[src/rtl/bin2bcd_seq_pkg.sv]
// Shared display definitions for the binary-to-BCD front end of the 7-segment driver.
// Holds digit constants, the converter state encoding and the packed display width.
package bin2bcd_seq_pkg;

    localparam int DIGIT_W = 4;
    localparam logic [DIGIT_W-1:0] DIGIT_ERR = 4'hE;

    typedef enum logic [1:0] {
        IDLE   = 2'd0,
        SHIFT  = 2'd1,
        COMMIT = 2'd2
    } state_t;

    // Packed display word: one dot bit plus one BCD digit per position.
    function automatic int disp_width(input int digits);
        return 5 * digits;
    endfunction

endpackage

[src/rtl/bcd_digit_adj.sv]
// Double-dabble digit correction: a BCD digit of 5 or more gets +3 before the next shift.
// The result never exceeds 12, so the 4-bit add needs no carry out.
module bcd_digit_adj
    import bin2bcd_seq_pkg::*;
(
    input  logic [DIGIT_W-1:0] d,
    output logic [DIGIT_W-1:0] q
);

    assign q = (d >= 4'd5) ? d + 4'd3 : d;

endmodule

[src/rtl/bin2bcd_seq.sv]
// Sequential shift-and-add-3 binary-to-BCD converter feeding the 7-segment driver.
// Produces {dots, bcd} with a start/busy/done handshake and a fixed IN_BITS+1 edge latency.
module bin2bcd_seq
    import bin2bcd_seq_pkg::*;
#(
    parameter int IN_BITS = 14,
    parameter int DIGITS  = 4,
    parameter int MAX_VAL = 9999
) (
    input  logic                           clk,
    input  logic                           rst_n,
    input  logic                           start,
    input  logic [IN_BITS-1:0]             bin_in,
    input  logic [DIGITS-1:0]              dots_in,
    output logic                           busy,
    output logic                           done,
    output logic                           ovf,
    output logic [disp_width(DIGITS)-1:0]  data_out
);

    localparam int BCD_W = DIGIT_W * DIGITS;
    localparam int CNT_W = $clog2(IN_BITS + 1);
    localparam logic [IN_BITS-1:0] MAX_BIN    = IN_BITS'(MAX_VAL);
    localparam logic [CNT_W-1:0]   LAST_SHIFT = CNT_W'(IN_BITS - 1);

    state_t                     state, next_state;
    logic [IN_BITS-1:0]         bin_sr;
    logic [BCD_W-1:0]           bcd_sr;
    logic [BCD_W-1:0]           bcd_adj;
    logic [BCD_W+IN_BITS-1:0]   shifted;
    logic [DIGITS-1:0]          dots_reg;
    logic [CNT_W-1:0]           cnt;
    logic                       ovf_pending;

    // NOTE: sequential state uses non-blocking assignments so every register
    // samples pre-edge values regardless of statement order.
    always_ff @(posedge clk or negedge rst_n) begin
        if (!rst_n) state <= IDLE;
        else        state <= next_state;
    end

    // NOTE: next_state gets a default first so no path through the case infers a latch.
    always_comb begin
        next_state = state;
        case (state)
            IDLE:    if (start) next_state = SHIFT;
            SHIFT:   if (cnt == LAST_SHIFT) next_state = COMMIT;
            COMMIT:  next_state = IDLE;
            default: next_state = IDLE;
        endcase
    end

    for (genvar g = 0; g < DIGITS; g++) begin : g_adj
        bcd_digit_adj u_adj (
            .d (bcd_sr [g*DIGIT_W +: DIGIT_W]),
            .q (bcd_adj[g*DIGIT_W +: DIGIT_W])
        );
    end

    // Adjusted digits and the binary remainder shift together as one register.
    assign shifted = {bcd_adj, bin_sr} << 1;

    always_ff @(posedge clk or negedge rst_n) begin
        if (!rst_n) begin
            bin_sr      <= '0;
            bcd_sr      <= '0;
            dots_reg    <= '0;
            cnt         <= '0;
            ovf_pending <= 1'b0;
            busy        <= 1'b0;
            done        <= 1'b0;
            ovf         <= 1'b0;
            data_out    <= '0;
        end else begin
            done <= 1'b0;
            case (state)
                IDLE: begin
                    if (start) begin
                        bin_sr      <= bin_in;
                        dots_reg    <= dots_in;
                        bcd_sr      <= '0;
                        cnt         <= '0;
                        ovf_pending <= (bin_in > MAX_BIN);
                        busy        <= 1'b1;
                    end
                end
                SHIFT: begin
                    bcd_sr <= shifted[BCD_W+IN_BITS-1:IN_BITS];
                    bin_sr <= shifted[IN_BITS-1:0];
                    cnt    <= cnt + CNT_W'(1);
                end
                COMMIT: begin
                    // Out-of-range input always shows the error pattern, whatever the shifter produced.
                    if (ovf_pending) data_out <= {{DIGITS{1'b1}}, {DIGITS{DIGIT_ERR}}};
                    else             data_out <= {dots_reg, bcd_sr};
                    ovf  <= ovf_pending;
                    done <= 1'b1;
                    busy <= 1'b0;
                end
                default: ;
            endcase
        end
    end

endmodule

[config.mk]
export PLATFORM = sky130hd
export DESIGN_NAME = bin2bcd_seq
export DESIGN_NICKNAME = d
export VERILOG_FILES = /design/src/rtl/bin2bcd_seq_pkg.sv /design/src/rtl/bcd_digit_adj.sv /design/src/rtl/bin2bcd_seq.sv
export SDC_FILE = /design/constraint.sdc
export NUM_CORES = 1
export LEC_CHECK = 0
export ABC_AREA = 1
export CAP_MARGIN = 20
export CELL_PAD_IN_SITES_DETAIL_PLACEMENT = 1
export CELL_PAD_IN_SITES_GLOBAL_PLACEMENT = 2
export CORE_ASPECT_RATIO = 0.9
export CORE_MARGIN = 5
export CORE_UTILIZATION = 29
export DETAILED_ROUTE_END_ITERATION = 10
export PLACE_DENSITY = 0.85
export SKIP_LAST_GASP = 1
export SYNTH_ARGS = -nofsm -noshare
export SYNTH_HDL_FRONTEND = slang
export SYNTH_SLANG_ARGS = --single-unit
[constraint.sdc]
create_clock -name clk -period 1.2 [get_ports clk]
set_clock_uncertainty 0.2 [all_clocks]
set_input_delay 0.18 -clock clk [delete_from_list [all_inputs] [get_ports clk]]
set_output_delay 0.18 -clock clk [all_outputs]
set_load 0.005 [all_outputs]
==> flow_summary_export.csv, run 1 <==
group,metric,value,unit
outcome,status,"finished with violations",
outcome,violations,"negative setup slack",
pwr,p_per_area,2630,nW/um^2
floorplanning,pin_count,44,
timing,drv_slew,0,
synth,syn-instance-count,351,
timing,grt_setup_unrepaired,"true",
routing,drt.antenna.violating_nets,0,
routing,drt_first_pass_iters,4,
finish,seqCellArea,1610,um^2
clocking,cts.reportedPaths.clkPinSlew,0.06,ns
finish,multi_input_area,1700,um^2
routing,vias_per_cell,4.76,
timing,fin_ws,-0.217,ns
synth,synth_area,3000,um^2
finish,finalNetCount,495,
synth,yosys-top-cells-count,"nand2_1, dfrtp_1, nand3_1",
floorplanning,core,10200,um^2
finish,areaGrowthSynthToFinish,64.2,%
synth,synth.most_common_cell,"nand2_1",
routing,wl,9720,um
placement,gp_congestion,0.735,
pwr,vdd_drop_max,0.000901,V
clocking,h-tree-depth,3,
clocking,clock_sinks,64,
synth,synth_edf_count,0,
synth,ys.flop_type,"dfrtp_1",
routing,dr_total_vias,2847,
synth,yosys_warnings,0,
setup_path,cp.arrival,1.49,ns
finish,fillers,1142,
setup_path,critPathLaunchType,"flop",
global_routing,antenna_found_initial,0,
synth,ys_seq_area_share,53.4,%
setup_path,worstPathRequired,1.27,ns
timing,worst_slew_pin_slew,0.324,ns
synth,ys_async_sr_fraction,100,%
routing,drt_iter0_drc,95,
floorplanning,die-area,12500,um^2
finish,final_cells,598,
timing,finalCritPeriodShare,118,%
synth,synth_nets,382,
placement,port-buffer-count,43,
timing,setup_viol,82,
clocking,cts.path.max_buffers,2,
global_routing,grt_pass1_wl,14900,um
finish,largest_register,"data_out",
placement,dp_slack,-0.333,ns
setup_path,timing_worst_setup_path_type,"flop to flop",
timing,hold_viol_final,0,
timing,slew_headroom,78.3,%
floorplanning,num_rows,35,
clocking,cts_root_buf,"clkbuf_16",
floorplanning,start_util,29.5,%
hold_path,hold_class,"input port to async pin",
placement,dp_hpwl,5840,um
setup_path,crit_path_end_kind,"flop",
synth,yosysTopAreaCellShare,53.4,%
setup_path,critPathMaxFanout,4,
placement,dp_cells,550,
finish,reg.largest.list,"data_out (20), bcd_sr (16), bin_sr (14)",
finish,antenna_cells,0,
pwr,p_leak,2.47,nW
global_routing,grt_max_degree,38,
global_routing,grt.total_usage,15.4,%
synth,synth_top_area_cell,"dfrtp_1",
synth,yosysUniqueCellTypes,21,
timing,fmax,706,MHz
floorplanning,die_width,117,um
routing,wl_per_cell,16.2,um
global_routing,overflow,0,
synth,synth.avg_cell_area,8.54,um^2
global_routing,grt_pass1_vias,3014,
run,cap_violations,0,
clocking,cts_made_buffers,9,
floorplanning,die_h,106,um
synth,synth_area_leaders,"dfrtp_1, nand2_1, nand3_1",
clocking,clock_latency,0.33,ns
finish,largest_reg_flops,20,
clocking,cts_tree,"built",
routing,drcViolationCount,0,
finish,layout-drive-gt1-share,47.8,%
timing,fin_crit,1.42,ns
synth,synth_seq_cells,64,
-- layout by cell type, fill, tap and decap left out, drive strengths merged --
cell           instances
bufinv                 1
ha                    10
buf                   91
a21oi                 15
nand4                  9
clkinv                 3
nor2                  33
o21bai                 3
dfrtp                 64
clkinvlp               2
o22ai                  1
inv                   33
clkdlybuf4s50         19
o21ai                 19
clkbuf                11
nand2                117
nand3                 36
dlygate4sd3            1
nand3b                 1
-- metal layers --
layer	global-route usage [%]	wire, um
met1	18.0	3970
met2	27.5	5300
met3	3.98	326
met4	3.85	121
met5	0	0
-- final cells by class --
type,count,share of cell area (%)
Sequential cell,64,32.7
Timing Repair Buffer,112,20.7
Tap cell,129,3.28
Clock inverter,6,1.22
Multi-Input combinational cell,244,34.5
Inverter,33,2.97
Clock buffer,10,4.65
-- power by group --
part | internal (mW) | switching (mW)
Combinational | 3.14 | 3.36
Clock | 1.60 | 0.993
Sequential | 3.01 | 0.840
Total | 7.75 | 5.19
-- what timing repair did --
action | 4_1_cts | 5_1_grt
hold buffers | 1 | 0
gates resized for setup | 142 | 85
cloned | 3 | 0
endpoints found under the hold margin | 64 | 0
setup buffers | 16 | 17
pin swaps | 13 | 17
setup endpoints to repair | 83 | 86
-- worst paths after layout --
| check | from | end | slack (ns) | cells after the start |
|---|---|---|---|---|
| worst max-delay path | bcd_sr[0] | bcd_sr[2] | -0.22 | 8 |
| worst min-delay path | rst_n | bin_sr[9] | 0.01 | 2 |
| worst max register to register | bcd_sr[0] | bcd_sr[2] | -0.22 | 8 |
| worst min register to register | bin_sr[3] | bin_sr[3] | 0.29 | 2 |
| max in group asynchronous | rst_n | bcd_sr[4] | 0.33 | 3 |
| min in group clk | bin_in[0] | bin_sr[0] | 0.20 | 3 |
-- stage by stage --
stage               TNS [ns]  util [%]  power [mW]  cell area (um^2)  hold slack [ns]
global route          -12.11      48.4        13.9              4920           0.0111
global placement      -12.64      39.0        7.96              3960           -0.176
detailed placement    -13.63      39.0        8.23              3960           -0.174
floorplan              -1.50         -        6.31              3110           -0.316
finish                 -7.80      48.4        12.9              4920           0.0108
CTS                    -7.00      44.6        11.9              4530          0.00409
-- kinds of logic after synthesis --
kind of cell | Yosys count | share of synthesized area (%)
adders and majority gates | 10 | 4.18
buffers and inverters | 43 | 7.39
AOI/OAI and AO/OA | 38 | 6.64
DFF | 64 | 53.4
and+or+nand+nor | 196 | 28.4
-- worst max-delay path, stage by stage (launching register included) --
cell and delay (ns):
dfrtp_2 0.45, inv_2 0.11, ha_4 0.14, inv_2 0.04, nand2_4 0.08, nand3_4 0.10, nand2_2 0.08, nand3_1 0.08
nand2_1 0.07
No activity file was read; power rests on OpenSTA's default activity.
==> run 2: changes to the inputs <==
--- a/config.mk
+++ b/config.mk
@@ -6,14 +6,14 @@
 export NUM_CORES = 1
 export LEC_CHECK = 0
 export ABC_AREA = 1
-export CAP_MARGIN = 20
 export CELL_PAD_IN_SITES_DETAIL_PLACEMENT = 1
 export CELL_PAD_IN_SITES_GLOBAL_PLACEMENT = 2
 export CORE_ASPECT_RATIO = 0.9
 export CORE_MARGIN = 5
 export CORE_UTILIZATION = 29
 export DETAILED_ROUTE_END_ITERATION = 10
-export PLACE_DENSITY = 0.85
+export DONT_BUFFER_PORTS = 1
+export PLACE_DENSITY = 0.75
 export SKIP_LAST_GASP = 1
 export SYNTH_ARGS = -nofsm -noshare
 export SYNTH_HDL_FRONTEND = slang
==> flow_summary_export.csv, run 2 (synthesis gave the netlist of run 1 again) <==
group,metric,value,unit
timing,tns,-7.19,ns
timing,fin_crit,1.37,ns
floorplanning,core,10200,um^2
routing,drt.antenna.violating_nets,0,
finish,reg.largest.list,"data_out (20), bcd_sr (16), bin_sr (14)",
timing,finalCritPeriodShare,114,%
floorplanning,die_width,117,um
finish,final_cells,550,
finish,antenna_cells,0,
finish,fillers,1139,
finish,largest_register,"data_out",
pwr,p_per_area,2620,nW/um^2
global_routing,grt.total_usage,14.8,%
run,cap_violations,0,
global_routing,overflow,0,
setup_path,worstReg2RegEnd,"bin_sr[13]",
finish,finalNetCount,447,
finish,largest_reg_flops,20,
clocking,clock_latency,0.33,ns
pwr,vdd_drop_max,0.000891,V
finish,areaGrowthSynthToFinish,52.1,%
setup_path,slowest_delay,0.40,ns
floorplanning,num_rows,35,
routing,vias_per_cell,4.71,
setup_path,critPathMaxFanout,8,
clocking,cts_root_buf,"clkbuf_16",
setup_path,critPathLaunchType,"flop",
routing,wl,8790,um
clocking,h-tree-depth,3,
timing,fin_ws,-0.171,ns
setup_path,crit_path_end_kind,"flop",
floorplanning,start_util,29.5,%
timing,setup_viol,61,
routing,dr_total_vias,2589,
clocking,cts.path.max_buffers,2,
outcome,violations,"negative hold slack, negative setup slack",
pwr,netSwitchingPower,4.64,mW
placement,gp_congestion,0.790,
pwr,power_frac_seq,32.4,%
finish,layout-drive-gt1-share,43.7,%
timing,slew_headroom,79.5,%
placement,dp_slack,-0.155,ns
routing,wl_per_cell,16.0,um
timing,drv_slew,0,
setup_path,critical_path.top_delay_family,"flip-flops",
finish,layout_common_cells,"nand2_1, dfrtp_1, buf_4",
finish,final_common_cell,"nand2_1",
routing,drt_iter0_drc,151,
setup_path,r2r_start,"state[1]",
outcome,status,"finished with violations",
clocking,cts.reportedPaths.clkPinSlew,0.06,ns
timing,fmax,729,MHz
pwr,intPower,7.31,mW
timing,fin_hold_ws,-0.653,ns
global_routing,antenna_found_initial,0,
floorplanning,pin_count,44,
timing,hold_viol_final,66,
floorplanning,die_h,106,um
hold_path,hold_class,"input port to async pin",
pwr,p_leak,2.26,nW
global_routing,grt_pass1_wl,14400,um
setup_path,crit_top_cell,"nand2_4",
clocking,clock_sinks,64,
setup_path,crit_buf_inv,3,
clocking,cts_tree,"built",
placement,port-buffer-count,0,
clocking,hold_buffers,18,
setup_path,crit_slowest_cell,"dfrtp_1",
pwr,switching_share,38.8,%
global_routing,grt_pass1_vias,2874,
setup_path,cp.arrival,1.38,ns
setup_path,worstPathRequired,1.21,ns
finish,final_util,44.9,%
setup_path,timing_worst_setup_path_type,"flop to flop",
clocking,cts_made_buffers,9,
setup_path,r2r_cells,7,
routing,drcViolationCount,0,
timing,worst_slew_pin_slew,0.308,ns
setup_path,crit_chain,"inv_2 > nand2_4 > nand2_4 > inv_6 > buf_12 > nand2_2 > nand3_2",
timing,grt_setup_unrepaired,"true",
placement,dp_hpwl,5570,um
global_routing,grt_max_degree,65,
pwr,p_clk_share,22.1,%
pwr,combPwrFrac,45.5,%
placement,dp_cells,503,
setup_path,regToRegSetupSlack,-0.17,ns
routing,drt_first_pass_iters,5,
floorplanning,die-area,12500,um^2
[run 2: cell count changes in the layout (fill, tap and decap cells not counted), sizes merged]
cell           delta
buf              -46
dlygate4sd3      +17
clkinv            -1
clkbuf            +3
clkdlybuf4s50    -19
clkinvlp          -2
[run 2: layout make-up]
cell class	count	area, um^2	share of cell area (%)
Timing Repair Buffer	64	678	14.9
Clock buffer	13	260	5.71
Multi-Input combinational cell	244	1670	36.7
Clock inverter	3	40.0	0.878
Sequential cell	64	1610	35.2
Tap cell	129	161	3.54
Inverter	33	139	3.05
[run 2: metal layers]
metal | up-vias | GRT usage, % | part of all wire (%)
met5 | - | 0 | 0
met4 | 0 | 2.95 | 0.72
met3 | 7 | 4.44 | 3.9
met2 | 35 | 26.3 | 55
met1 | 1286 | 17.4 | 40
li1 | 1261 | - | -
[run 2: power by group through the flow]
stage | Sequential, mW | Clock, mW | Combinational, mW
after floorplan | 3.53 | 0 | 2.78
after global placement | 3.69 | 0 | 3.90
after detailed placement | 3.71 | 0 | 4.05
after CTS | 3.83 | 2.69 | 4.86
after global routing | 4.01 | 2.79 | 6.11
final | 3.88 | 2.64 | 5.44
[run 2: per-stage QoR]
step	hold WS [ns]	power (mW)	cell area, um^2
3_5_place_dp	-0.313	7.77	3470
6_report	-0.653	12.0	4560
3_3_place_gp	-0.313	7.59	3470
4_1_cts	-0.662	11.4	4290
5_1_grt	-0.673	12.9	4560
2_1_floorplan	-0.316	6.31	3110
[run 2: worst register-to-register path: stages (launching register included)]
cell	delay, ns
dfrtp_1	0.40
inv_2	0.11
nand2_4	0.10
nand2_4	0.12
inv_6	0.06
buf_12	0.15
nand2_2	0.07
nand3_2	0.05
[run 2: how the worst max path moves through the flow]
stage | start | end | slack, ns | cells past startpoint
CTS | bcd_sr[9] | bcd_sr[10] | -0.15 | 7
detailed placement | bcd_sr[9] | bcd_sr[10] | -0.16 | 7
global route | bcd_sr[8] | bcd_sr[10] | -0.24 | 8
finish | state[1] | bin_sr[13] | -0.17 | 7
floorplan | bcd_sr[8] | bcd_sr[12] | -0.05 | 7
global placement | bcd_sr[9] | bcd_sr[10] | -0.12 | 7
[run 2: what timing repair did]
action / in CTS / in global routing
hold endpoints to repair: 85 / 64
gates cloned: 2 / 1
pin swaps: 12 / 14
gates resized for setup: 79 / 53
setup buffers: 5 / 5
endpoints found under the setup margin: 62 / 62
==> run 3: changes to the inputs <==
--- a/config.mk
+++ b/config.mk
@@ -6,6 +6,7 @@
 export NUM_CORES = 1
 export LEC_CHECK = 0
 export ABC_AREA = 1
+export CAP_MARGIN = 5
 export CELL_PAD_IN_SITES_DETAIL_PLACEMENT = 1
 export CELL_PAD_IN_SITES_GLOBAL_PLACEMENT = 2
 export CORE_ASPECT_RATIO = 0.9
==> results of run 3 <==
Same layout as run 2: the final DEF is identical, and so are final timing and power.
